<file path="config.mk">
export PLATFORM = sky130hd
export DESIGN_NAME = toy_bus_core_slv_node_pipe
export DESIGN_NICKNAME = d
export VERILOG_FILES = /design/src/rtl/toy_bus_pkg.sv /design/src/rtl/toy_bus_skid_buf.sv /design/src/rtl/toy_bus_core_slv_node_pipe.sv
export SDC_FILE = /design/constraint.sdc
export NUM_CORES = 2
export LEC_CHECK = 0
export BUFFER_PORTS_ARGS = -buffer_cell sky130_fd_sc_hd__buf_4
export CAP_MARGIN = 10
export CORE_AREA = 10 10 466 468
export DETAILED_ROUTE_END_ITERATION = 6
export DIE_AREA = 0 0 476 478
export SKIP_CTS_REPAIR_TIMING = 1
export SYNTH_ARGS = -nofsm -noshare
export SYNTH_HDL_FRONTEND = slang
export SYNTH_SLANG_ARGS = --single-unit
</file>
<file path="constraint.sdc">
create_clock -name clk -period 49.7 [get_ports clk]
set_input_delay 9.94 -clock clk [delete_from_list [all_inputs] [get_ports clk]]
set_output_delay 9.94 -clock clk [all_outputs]
set_load 0.02 [all_outputs]
</file>
<file path="src/rtl/toy_bus_pkg.sv">
`default_nettype none
// ============================================================================
// Module   : toy_bus_pkg
// Brief    : Shared widths, opcodes, default decode windows and request payload
// Revision : 1.0 - initial release
// ============================================================================
package toy_bus_pkg;

    localparam int TOY_BUS_ADDR_W = 32;
    localparam int TOY_BUS_DATA_W = 256;
    localparam int TOY_BUS_STRB_W = TOY_BUS_DATA_W / 8;
    localparam int TOY_BUS_SB_W   = 10;
    localparam int TOY_BUS_ID_W   = 4;

    localparam logic TOY_BUS_OP_RD = 1'b0;
    localparam logic TOY_BUS_OP_WR = 1'b1;

    localparam int TOY_BUS_NUM_WIN = 2;
    localparam logic [TOY_BUS_NUM_WIN*TOY_BUS_ADDR_W-1:0] TOY_BUS_WIN_BASE  = {32'hA000_0000, 32'h8000_0000};
    localparam logic [TOY_BUS_NUM_WIN*TOY_BUS_ADDR_W-1:0] TOY_BUS_WIN_LIMIT = {32'hC000_0000, 32'hA000_0000};
    localparam logic [TOY_BUS_NUM_WIN*TOY_BUS_ID_W-1:0]   TOY_BUS_WIN_TGT   = {4'd3, 4'd2};
    localparam int TOY_BUS_DFLT_TGT = 4;

    typedef struct packed {
        logic [TOY_BUS_ADDR_W-1:0] addr;
        logic [TOY_BUS_STRB_W-1:0] strb;
        logic [TOY_BUS_DATA_W-1:0] data;
        logic                      opcode;
        logic [TOY_BUS_SB_W-1:0]   sideband;
        logic [TOY_BUS_ID_W-1:0]   src_id;
        logic [TOY_BUS_ID_W-1:0]   tgt_id;
    } toy_bus_req_t;

endpackage
`default_nettype wire

</file>
<file path="src/rtl/toy_bus_skid_buf.sv">
`default_nettype none
// ============================================================================
// Module   : toy_bus_skid_buf
// Brief    : Generic 2-entry registered valid/ready slice (main + skid register)
// Revision : 1.0 - initial release
// ============================================================================
module toy_bus_skid_buf #(
    parameter int W = 8
) (
    input  logic         clk,
    input  logic         rst,
    input  logic         in_vld,
    output logic         in_rdy,
    input  logic [W-1:0] in_data,
    output logic         out_vld,
    input  logic         out_rdy,
    output logic [W-1:0] out_data,
    output logic [1:0]   occ
);

    logic         r_main_vld;
    logic         r_skid_vld;
    logic [W-1:0] r_main;
    logic [W-1:0] r_skid;
    logic         w_fire;
    logic         w_drain;

    assign in_rdy  = !r_skid_vld;
    assign w_fire  = in_vld && !r_skid_vld;
    assign w_drain = r_main_vld && out_rdy;

    always_ff @(posedge clk or posedge rst) begin
        if (rst) begin
            r_main_vld <= 1'b0;
            r_skid_vld <= 1'b0;
            r_main     <= '0;
            r_skid     <= '0;
        end else if (w_drain) begin
            // skid is only ever occupied when main is, so it refills main first
            if (r_skid_vld) begin
                r_main     <= r_skid;
                r_skid_vld <= 1'b0;
            end else if (w_fire) begin
                r_main     <= in_data;
            end else begin
                r_main_vld <= 1'b0;
            end
        end else if (!r_main_vld) begin
            if (w_fire) begin
                r_main     <= in_data;
                r_main_vld <= 1'b1;
            end
        end else if (w_fire) begin
            r_skid     <= in_data;
            r_skid_vld <= 1'b1;
        end
    end

    assign out_vld  = r_main_vld;
    assign out_data = r_main;
    assign occ      = {r_skid_vld, r_main_vld & ~r_skid_vld};

endmodule
`default_nettype wire

</file>
<file path="src/rtl/toy_bus_core_slv_node_pipe.sv">
`default_nettype none
// ============================================================================
// Module   : toy_bus_core_slv_node_pipe
// Brief    : Core-side slave node: window decode, registered skid slice,
//            outstanding cap, combinational ack return.
//            Optional macro TOY_BUS_CORE_SLV_TGT_CHK_EN: drop and flag acks
//            whose target id is not SRC_ID.
// Revision : 1.0 - initial release
// ============================================================================
module toy_bus_core_slv_node_pipe
    import toy_bus_pkg::*;
#(
    parameter int ADDR_W     = TOY_BUS_ADDR_W,
    parameter int DATA_W     = TOY_BUS_DATA_W,
    parameter int SB_W       = TOY_BUS_SB_W,
    parameter int ID_W       = TOY_BUS_ID_W,
    parameter int SRC_ID     = 1,
    parameter int NUM_WIN    = TOY_BUS_NUM_WIN,
    parameter logic [NUM_WIN*ADDR_W-1:0] WIN_BASE  = TOY_BUS_WIN_BASE,
    parameter logic [NUM_WIN*ADDR_W-1:0] WIN_LIMIT = TOY_BUS_WIN_LIMIT,
    parameter logic [NUM_WIN*ID_W-1:0]   WIN_TGT   = TOY_BUS_WIN_TGT,
    parameter int DFLT_TGT   = TOY_BUS_DFLT_TGT,
    parameter int MAX_OUTSTD = 8,
    localparam int STRB_W    = DATA_W / 8,
    localparam int CNT_W     = $clog2(MAX_OUTSTD + 1)
) (
    input  logic              clk,
    input  logic              rst,
    input  logic              in0_req_vld,
    output logic              in0_req_rdy,
    input  logic [ADDR_W-1:0] in0_req_addr,
    input  logic [DATA_W-1:0] in0_req_data,
    input  logic [STRB_W-1:0] in0_req_strb,
    input  logic              in0_req_opcode,
    input  logic [SB_W-1:0]   in0_req_sideband,
    output logic              in0_ack_vld,
    input  logic              in0_ack_rdy,
    output logic [DATA_W-1:0] in0_ack_data,
    output logic [SB_W-1:0]   in0_ack_sideband,
    output logic              out0_req_vld,
    input  logic              out0_req_rdy,
    output logic [ADDR_W-1:0] out0_req_addr,
    output logic [STRB_W-1:0] out0_req_strb,
    output logic [DATA_W-1:0] out0_req_data,
    output logic              out0_req_opcode,
    output logic [SB_W-1:0]   out0_req_sideband,
    output logic [ID_W-1:0]   out0_req_src_id,
    output logic [ID_W-1:0]   out0_req_tgt_id,
    input  logic              out0_ack_vld,
    output logic              out0_ack_rdy,
    input  logic              out0_ack_opcode,
    input  logic [DATA_W-1:0] out0_ack_data,
    input  logic [SB_W-1:0]   out0_ack_sideband,
    input  logic [ID_W-1:0]   out0_ack_src_id,
    input  logic [ID_W-1:0]   out0_ack_tgt_id,
    output logic [CNT_W-1:0]  outstd_cnt,
    output logic              err_tgt
);

    localparam int PLD_W = $bits(toy_bus_req_t);

    toy_bus_req_t     w_in_pld;
    toy_bus_req_t     w_out_pld;
    logic [ID_W-1:0]  w_tgt;
    logic [1:0]       w_occ;
    logic             w_buf_in_rdy;
    logic             w_admit;
    logic             w_req_hs;
    logic             w_ack_hs;
    logic [CNT_W-1:0] r_cnt;

    // Reverse scan so the lowest matching window index has the final word
    always_comb begin
        w_tgt = ID_W'(DFLT_TGT);
        for (int i = NUM_WIN - 1; i >= 0; i--) begin
            if ((in0_req_addr >= WIN_BASE[i*ADDR_W +: ADDR_W]) &&
                (in0_req_addr <  WIN_LIMIT[i*ADDR_W +: ADDR_W])) begin
                w_tgt = WIN_TGT[i*ID_W +: ID_W];
            end
        end
    end

    always_comb begin
        w_in_pld          = '0;
        w_in_pld.addr     = in0_req_addr;
        w_in_pld.strb     = in0_req_strb;
        w_in_pld.data     = in0_req_data;
        w_in_pld.opcode   = in0_req_opcode;
        w_in_pld.sideband = in0_req_sideband;
        w_in_pld.src_id   = ID_W'(SRC_ID);
        w_in_pld.tgt_id   = w_tgt;
    end

    // Buffered entries are counted against the cap before they reach the network
    assign w_admit = !rst &&
                     (({2'b00, r_cnt} + (CNT_W+2)'(w_occ)) < (CNT_W+2)'(MAX_OUTSTD));
    assign in0_req_rdy = w_buf_in_rdy && w_admit;

    toy_bus_skid_buf #(
        .W (PLD_W)
    ) u_skid (
        .clk      (clk),
        .rst      (rst),
        .in_vld   (in0_req_vld && w_admit),
        .in_rdy   (w_buf_in_rdy),
        .in_data  (w_in_pld),
        .out_vld  (out0_req_vld),
        .out_rdy  (out0_req_rdy),
        .out_data (w_out_pld),
        .occ      (w_occ)
    );

    assign out0_req_addr     = w_out_pld.addr;
    assign out0_req_strb     = w_out_pld.strb;
    assign out0_req_data     = w_out_pld.data;
    assign out0_req_opcode   = w_out_pld.opcode;
    assign out0_req_sideband = w_out_pld.sideband;
    assign out0_req_src_id   = w_out_pld.src_id;
    assign out0_req_tgt_id   = w_out_pld.tgt_id;

    assign in0_ack_data     = out0_ack_data;
    assign in0_ack_sideband = out0_ack_sideband;

`ifdef TOY_BUS_CORE_SLV_TGT_CHK_EN
    logic w_bad_ack;
    logic r_err;
    logic w_unused_ok;

    assign w_bad_ack    = out0_ack_vld && (out0_ack_tgt_id != ID_W'(SRC_ID));
    assign in0_ack_vld  = out0_ack_vld && !w_bad_ack;
    assign out0_ack_rdy = in0_ack_rdy || w_bad_ack;

    always_ff @(posedge clk or posedge rst) begin
        if (rst) begin
            r_err <= 1'b0;
        end else if (w_bad_ack) begin
            r_err <= 1'b1;
        end
    end

    assign err_tgt     = r_err;
    assign w_unused_ok = ^{out0_ack_opcode, out0_ack_src_id, TOY_BUS_OP_RD, TOY_BUS_OP_WR};
`else
    logic w_unused_ok;

    assign in0_ack_vld  = out0_ack_vld;
    assign out0_ack_rdy = in0_ack_rdy;
    assign err_tgt      = 1'b0;
    assign w_unused_ok  = ^{out0_ack_opcode, out0_ack_src_id, out0_ack_tgt_id,
                            TOY_BUS_OP_RD, TOY_BUS_OP_WR};
`endif

    assign w_req_hs = out0_req_vld && out0_req_rdy;
    assign w_ack_hs = in0_ack_vld && in0_ack_rdy;

    always_ff @(posedge clk or posedge rst) begin
        if (rst) begin
            r_cnt <= '0;
        end else if (w_req_hs && !w_ack_hs) begin
            r_cnt <= r_cnt + CNT_W'(1);
        end else if (w_ack_hs && !w_req_hs && (r_cnt != '0)) begin
            r_cnt <= r_cnt - CNT_W'(1);
        end
    end

    assign outstd_cnt = r_cnt;

    a_ack_underflow : assert property (@(posedge clk) disable iff (rst)
        !(w_ack_hs && !w_req_hs && (r_cnt == '0)));

endmodule
`default_nettype wire
</file>
==> reports/summary.txt <==
Vias/cell: 3.617
total number of vias: 20820
maxcap violations: 0
IO buf count: 683
die area: 227500 µm²
row cnt: 168
most frequent CP cell: buf_4
first-pass GRT wire length: 194.9 mm
max-slew violation count: 0
CTS root buf: clkbuf_16
CP startpoint kind: primary input
htree depth: 3
vias in the first global route: 21550
Routed Antenna Nets: 0
CTS tree: done
drt pass-1 iters: 5
number of synthesis warnings: 0
r2r setup slk: 44.49 ns
VDD IR max: 0.03363 mV
pwr/cell area: 65.23 nW/µm²
chip width: 476 µm
clk_skew: 0.07729 ns
minimum clock period after layout: 20.77 ns
Syn Nets: 3110
Worst Path Max Fanout: 4
GRT Overall Usage: 12.39%
layout cells sized above 1: 39.25%
Worst Hold Class: reg2reg
Area contributors post-synth: dfrtp_1 (58%), mux2_2 (12%), buf_4 (6.9%), o22ai_1 (6.9%), a21oi_1 (5.9%)
Final Hold Viols: 0
Final Wtd Congestion: 0.8015
Post-synth EDFFs: 0
fmax: 48.14 MHz
Top FF cell, synth: dfrtp_1
Nets: 3490
TritonCTS Sinks: 680
synthesized instance count: 2494
Synth top area share: 58.21%
Slew @ Worst Pin: 1.056 ns
status: complete, no violations
Initial DRC Count: 1256
sequential fraction of the synthesis area: 58.21%
Leak: 17.96 nW
Bufs on Longest Clock Path: 3
register bit total from synthesis: 680
synth cell count leaders: dfrtp_1 (680), a21oi_1 (346), inv_1 (328), o22ai_1 (322), mux2_2 (301)
Critical Path RT: 39.76 ns
Crit path arrival time: 10.83 ns
average cell area after synthesis: 11.72 µm²
asr flop ratio synth: 100.0%
fin worst setup slack: 28.93 ns
area grow syn2layout: 29.76%
depth of the most critical reg-to-reg path: 8
Routed WL: 148.3 mm
Synth cell types: 40
setup_tns: 0 ns
initial antenna violation count: 71
Post-Syn Area: 29230 µm²
Setup violations, final: 0
largest net degree at the start of global routing: 169
top-count cell post-synth: dfrtp_1
pre-CTS setup slack: 28.89 ns
hpwl dp: 119.9 mm
RSZ-0062 raised after global routing: no
DRC Markers: 0
clk_lat worst skew: 0.73 ns
DR WL/cell: 25.78 µm
crit path kind: in2out
num ports: 1226
slowest stage delay, CP: 0.43 ns
core area: 208300 µm²
CP endpoint kind: output port
slowest CP cell: a2111oi_0
Starting Density: 14.03%
most area-hungry cell type in the Yosys netlist: dfrtp_1
period utilization: 41.80%
clock-pin slew on the worst setup and hold paths: 0.07 ns
Slew headroom: 29.62%
CTS buffer count: 82
GR Overflow Total: 0
die height: 478 µm
WHS Path Cells: 1
CP cell instances: buf_4 -> a2111oi_0 -> buf_4
==> cells in the final DEF (no fill, tap or decap), types with 2 or more instances in the layout <==
cell | netlist | routed
o21ai_0 | 2 | 2
nor2_1 | 14 | 13
xnor2_1 | 3 | 3
clkinv_4 | 0 | 2
mux2_2 | 301 | 301
clkbuf_1 | 103 | 19
inv_1 | 328 | 327
o22ai_1 | 322 | 322
dfrtp_1 | 680 | 680
mux2i_1 | 2 | 2
clkinvlp_4 | 0 | 5
ha_1 | 3 | 3
inv_8 | 0 | 3
mux2_1 | 32 | 32
clkinv_2 | 0 | 9
nand2_1 | 13 | 13
inv_6 | 0 | 2
buf_4 | 269 | 713
nand3_1 | 4 | 3
clkinv_16 | 0 | 3
a21oi_1 | 346 | 346
diode_2 | 0 | 10
nand2b_1 | 2 | 2
bufinv_16 | 0 | 5
and3_1 | 6 | 6
clkbuf_8 | 0 | 17
inv_16 | 0 | 2
clkbuf_16 | 0 | 83
==> logic make-up (layout without fill, tap and decap cells) <==
group	after synthesis	after routing	synth area share, %
buf+inv	746	1192	14.66
compound gates	680	680	13.18
flops	680	680	58.21
mux	335	335	12.90
simple gates	45	45	0.7491
fa+ha+maj	4	4	0.1969
xor+xnor	3	3	0.08991
other cells	1	11	0.01283
==> registers in the layout, summed over array words and instances (netlist names) <==
name and flops:
u_skid.out_data 339, u_skid.r_skid_vld 1, u_skid.out_vld 1, outstd_cnt 4
u_skid.r_skid 335
==> where the power goes <==
group	internal, mW	switching, mW
registers	0.816	0.148
clock network	0.364	0.261
logic	0.369	0.516
==> path summary, 6_finish.rpt <==
check,from,end
setup / recovery,rst,in0_req_rdy
hold / removal,u_skid.r_skid[4],u_skid.r_skid[4]
setup reg to reg,u_skid.r_skid_vld,u_skid.r_skid[47]
hold reg to reg,u_skid.r_skid[4],u_skid.r_skid[4]
max in group asynchronous,rst,u_skid.out_data[251]
min in group asynchronous,rst,u_skid.r_skid_vld
==> layout make-up <==
type / count / area [µm²]
tap: 2805 / 3510
fill: 22900 / 170400
antenna: 10 / 25.02
multi-input combinational: 1068 / 7949
timing repair buffer: 714 / 5373
sequential: 680 / 17020
clock buffer: 119 / 2382
clock inverter: 31 / 436.7
inverter: 328 / 1239
==> worst max-delay path: cells and delay by family <==
kind / cells / cell delay [ns]
buffers and inverters: 2 / 0.44
AO/OA/AOI/OAI: 1 / 0.43
==> through the flow <==
| stage | power (mW) | hold WS (ns) | utilization [%] | std cells | area (µm²) |
|---|---|---|---|---|---|
| 2_1_floorplan | 1.454 | 0.4403 | - | 2494 | 29230 |
| 3_3_place_gp | 1.848 | 0.4565 | 16.84 | 5595 | 35090 |
| 3_5_place_dp | 1.878 | 0.4694 | 16.84 | 5595 | 35090 |
| 4_1_cts | 2.519 | 0.4873 | 18.20 | 5745 | 37910 |
| 5_1_grt | 2.624 | 0.5062 | 18.20 | 5752 | 37920 |
| 6_report | 2.474 | 0.4813 | 18.21 | 5755 | 37930 |
==> routing by layer <==
layer	vias up	GRT usage [%]	routed length, µm
met5	-	0	425
met4	64	6.411	8648
met3	425	8.414	22270
met2	910	21.52	73640
met1	10360	10.66	43360
li1	9055	-	-
Power figures use the tool's default switching activity.
